### src/rtl/rf_wb_arbiter.sv
`default_nettype none
// ============================================================================
// Module   : rf_wb_arbiter
// Purpose  : Shares the register-file write port between the main pipeline (A,
//            priority) and a FIFO-buffered multicycle unit (B). The optional
//            starvation guard is enabled with macro RF_WB_ARB_STARVE_EN.
// Revision : 1.0 - initial release
// ============================================================================
module rf_wb_arbiter #(
  parameter int DEPTH    = 2,
  parameter int MAX_WAIT = 4
) (
  input  logic                         clk,
  input  logic                         reset,
  input  logic                         a_valid,
  output logic                         a_ready,
  input  logic [4:0]                   a_index,
  input  logic [31:0]                  a_data,
  input  logic                         b_valid,
  output logic                         b_ready,
  input  logic [4:0]                   b_index,
  input  logic [31:0]                  b_data,
  output logic                         rf_write_enable,
  output logic [4:0]                   rf_write_index,
  output logic [31:0]                  rf_write_data,
  output logic [$clog2(DEPTH+1)-1:0]   b_count
);

  localparam int CW = $clog2(DEPTH + 1);
  localparam int PW = (DEPTH > 1) ? $clog2(DEPTH) : 1;
  localparam logic [PW-1:0] LAST_PTR = PW'(DEPTH - 1);
  localparam logic [CW-1:0] FULL_CNT = CW'(DEPTH);

  if (DEPTH < 1 || DEPTH > 8) begin : g_bad_depth
    $error("rf_wb_arbiter: DEPTH must be in 1..8");
  end
  if (MAX_WAIT < 1 || MAX_WAIT > 15) begin : g_bad_max_wait
    $error("rf_wb_arbiter: MAX_WAIT must be in 1..15");
  end

  logic [4:0]    idx_mem_q  [DEPTH];
  logic [31:0]   data_mem_q [DEPTH];
  logic [PW-1:0] rptr_q, rptr_d, wptr_q, wptr_d;
  logic [CW-1:0] count_q, count_d;
  logic          we_q, we_d;
  logic [4:0]    widx_q, widx_d;
  logic [31:0]   wdata_q, wdata_d;
  logic          fifo_empty, guard_fire, a_write, b_push, b_pop;

  function automatic logic [PW-1:0] ptr_inc(input logic [PW-1:0] p);
    return (p == LAST_PTR) ? '0 : p + 1'b1;
  endfunction

  assign fifo_empty = (count_q == '0);

`ifdef RF_WB_ARB_STARVE_EN
  localparam logic [3:0] WAIT_MAX = 4'(MAX_WAIT);
  logic [3:0] wait_q, wait_d;

  // Guard steals the port from A for one cycle so the head can drain.
  assign guard_fire = !fifo_empty && (wait_q == WAIT_MAX);

  always_comb begin
    wait_d = wait_q;
    if (b_pop || fifo_empty) begin
      wait_d = '0;
    end else if (wait_q != WAIT_MAX) begin
      wait_d = wait_q + 4'd1;
    end
  end

  always_ff @(posedge clk) begin
    if (!reset) begin
      wait_q <= '0;
    end else begin
      wait_q <= wait_d;
    end
  end
`else
  assign guard_fire = 1'b0;
`endif

  assign a_ready = reset && !guard_fire;
  assign b_ready = reset && (count_q < FULL_CNT);

  // Index-0 writes are accepted but never reach the register file.
  assign a_write = a_valid && a_ready && (a_index != 5'd0);
  assign b_push  = b_valid && b_ready && (b_index != 5'd0);
  assign b_pop   = reset && !fifo_empty && !a_write;

  always_comb begin
    rptr_d  = b_pop  ? ptr_inc(rptr_q) : rptr_q;
    wptr_d  = b_push ? ptr_inc(wptr_q) : wptr_q;
    count_d = count_q;
    if (b_push && !b_pop) begin
      count_d = count_q + 1'b1;
    end else if (!b_push && b_pop) begin
      count_d = count_q - 1'b1;
    end

    we_d    = 1'b0;
    widx_d  = widx_q;
    wdata_d = wdata_q;
    if (a_write) begin
      we_d    = 1'b1;
      widx_d  = a_index;
      wdata_d = a_data;
    end else if (b_pop) begin
      we_d    = 1'b1;
      widx_d  = idx_mem_q[rptr_q];
      wdata_d = data_mem_q[rptr_q];
    end
  end

  always_ff @(posedge clk) begin
    if (!reset) begin
      rptr_q  <= '0;
      wptr_q  <= '0;
      count_q <= '0;
      we_q    <= 1'b0;
      widx_q  <= '0;
      wdata_q <= '0;
    end else begin
      rptr_q  <= rptr_d;
      wptr_q  <= wptr_d;
      count_q <= count_d;
      we_q    <= we_d;
      widx_q  <= widx_d;
      wdata_q <= wdata_d;
    end
  end

  always_ff @(posedge clk) begin
    if (b_push) begin
      idx_mem_q[wptr_q]  <= b_index;
      data_mem_q[wptr_q] <= b_data;
    end
  end

  assign rf_write_enable = we_q;
  assign rf_write_index  = widx_q;
  assign rf_write_data   = wdata_q;
  assign b_count         = count_q;

endmodule
`default_nettype wire

### config.mk
export PLATFORM = sky130hd
export DESIGN_NAME = rf_wb_arbiter
export DESIGN_NICKNAME = d
export VERILOG_FILES = /design/src/rtl/rf_wb_arbiter.sv
export SDC_FILE = /design/constraint.sdc
export NUM_CORES = 1
export LEC_CHECK = 0
export CAP_MARGIN = 10
export CORE_MARGIN = 1.5
export CORE_UTILIZATION = 30
export DETAILED_ROUTE_END_ITERATION = 10
export PLACE_DENSITY = 0.51
export SYNTH_ARGS = -nofsm -noshare
export SYNTH_HDL_FRONTEND = slang
export SYNTH_SLANG_ARGS = --single-unit
### constraint.sdc
create_clock -name clk -period 3.4 [get_ports clk]
set_clock_uncertainty 0.15 [all_clocks]
set_input_delay 0.34 -clock clk [delete_from_list [all_inputs] [get_ports clk]]
set_output_delay 0.34 -clock clk [all_outputs]
set_load 0.005 [all_outputs]
==> flow_summary.ini <==
[worst_setup_path]
worstReg2RegStart = b_count[1]$_SDFFE_PN0P_
cp-startpoint = b_index[0]
critPathCaptureType = flip-flop
cp.required_ps = 3580
critical_path_peak_fanout = 3
path_class = primary input to flip-flop
arrival_ps = 2660
crit_path_start_kind = primary input

[floorplanning]
die_w_um = 127
die_height_um = 127
initial_core_util = 0.305
die_area_sq_mm = 0.0161
ioPinCount = 120
row_count = 45
fp.coreArea_sq_mm = 0.0151

[finish]
diodes = 0
fill_cells = 1435
layout.area.seq_sq_mm = 0.00308
nets = 549
multi_input_area_sq_mm = 0.00140
drive_above_1_share = 0.0787
area_growth_pct = 41.6

[sta]
worstMarginPinSlew_ps = 943
whs_ps = 310
rsz0062_at_grt = false
fin_crit_ps = 2480
setup-violations-final = 0
slew-limit-headroom = 0.372
fmax_mhz = 402
fin_setup_tns_ps = 0
slew_viol_final = 0
hold_viol = 0
timing.final.crit_share = 0.731

[drt]
ant_nets = 0
drc = 0
wl_per_cell_um = 15.6
routed_via_density = 4.57
firstDrtPassIters = 4
finalWirelength_um = 10500
drtIter0Drc = 104
vias = 3065

[clocking]
cts_hold_repair.buffers = 0
clock_path_buffers = 2
cts.sinks = 117
cts_resized = 0
cts_made_buffers = 17
clk_pin_slew_ps = 50
cts_setup_buffers = 0
clk_latency_ps = 400
tritoncts = done
cts.htree.levels = 4
cts-root-buf = clkbuf_16

[yosys]
async_reset_ff_frac = 0
synth_area_sq_mm = 0.00460
ys_top_cells_by_area = edfxtp_1, dfxtp_1, mux2i_1, nand2_1, o211ai_1
synth_fp_nets = 431
synth.distinct_cells = 27
synth_top_area_share = 0.483
synthCells = 352
avgSynthCellArea_sq_um = 13.1
yosys_register_bits = 117
synth-seq-area-share = 0.670
yosys-top-cells-count = nand2_1, edfxtp_1, dfxtp_1
synth-main-ff-cell = edfxtp_1
synth_top_area_cell = edfxtp_1
yosys.cell_count.top_type = nand2_1
synth_edf_count = 74
yosysWarnings = 0

[global_route]
grt-ovfl-total = 0
grt.total_usage = 0.135
grt_pass1_vias = 3051
antenna_found_initial = 0
grt_pass1_wl_um = 16100
grt_start_max_net_pins = 76

[place]
routabilityCongestion = 0.680
dp.final_hpwl_um = 6410
io_buffers = 119

[run]
drv_cap = 0

[run_status]
status = complete, no violations

[hold_path]
min-delay-path-class = flip-flop to flip-flop
min_from = rptr_q$_SDFFE_PN0P_

[pwr]
ir_worst_vdd_mv = 0.354
p_leak_nw = 2.18
powerDensity_mw_per_mm2 = 694
## final cells by class
type	count	area share
inverters	1	0.000576
flip-flops and latches	117	0.473
multi-input cells	208	0.215
clock inverters	12	0.0173
repair buffers	125	0.191
clock buffers	20	0.0670
well taps	188	0.0361
## placed cells by master (no fill, tap or decap), drive strengths merged
cell and n:
o21ai 1, bufinv 2, dfxtp 43, o211ai 39
a21boi 38, xnor2 1, clkdlybuf4s50 118, nor2 1
inv 1, and2 3, ha 1, o21a 2
clkbuf 20, edfxtp 74, clkinvlp 3, or4 2
xor2 1, or3 1, o211a 1, nand2 76
nor2b 1, mux2i 39, nand2b 1, buf 7
clkinv 7
## flip-flops by register name, summed over array words and instances, names as in the netlist, named ones only
name and cells:
rf_write_index 5, rptr_q 1, idx_mem_q 10, rf_write_enable 1, data_mem_q 64, rf_write_data 32, b_count 2, wptr_q 1
## metal layers
| metal | GRT usage | wire [um] |
|---|---|---|
| met1 | 0.174 | 4960 |
| met2 | 0.205 | 4730 |
| met4 | 0.0521 | 119 |
| met5 | 0 | 0 |
| met3 | 0.0506 | 672 |
## worst max-delay path: stages
cell and delay, ps:
clkdlybuf4s50_1 460, or4_1 550, o211ai_1 340, inv_1 100
ha_1 340, or3_1 350, a21boi_0 180
## logic make-up (layout without fill, tap and decap cells)
family / Yosys count / after routing / share of synthesized area
flip-flops: 117 / 117 / 0.670
buffers and inverters: 27 / 158 / 0.0302
XOR/XNOR: 2 / 2 / 0.00381
AND/OR/NAND/NOR: 85 / 85 / 0.0751
multiplexers: 39 / 39 / 0.0849
adder cells (fa/ha/maj): 1 / 1 / 0.00272
AO/OA/AOI/OAI: 81 / 81 / 0.133
## final timing paths
| kind | end | slack (ps) | cells past startpoint |
|---|---|---|---|
| setup / recovery | b_count[1]$_SDFFE_PN0P_ | 920 | 7 |
| hold / removal | rptr_q$_SDFFE_PN0P_ | 310 | 1 |
| setup reg to reg | data_mem_q[1][17]$_DFFE_PP_ | 1000 | 4 |
| hold reg to reg | rptr_q$_SDFFE_PN0P_ | 310 | 1 |
## through the flow
| step | cell area [sq um] | util | setup WS [ps] | power [mW] | instances |
|---|---|---|---|---|---|
| 5_1_grt | 6510 | 0.432 | 804 | 4.75 | 671 |
| 4_1_cts | 6490 | 0.430 | 933 | 4.58 | 670 |
| 6_report | 6510 | 0.432 | 915 | 4.52 | 671 |
| 2_1_floorplan | 4600 | - | 368 | 2.44 | 352 |
| 3_3_place_gp | 5940 | 0.394 | 568 | 2.89 | 638 |
| 3_5_place_dp | 5940 | 0.394 | 512 | 2.90 | 638 |
## report_power, final
part / switching [mW] / leakage [nW] / internal, mW
Clock: 0.596 / 0.260 / 1.06
Combinational: 0.483 / 0.885 / 0.569
Sequential: 0.106 / 1.03 / 1.70
Power figures use the tool's default switching activity.
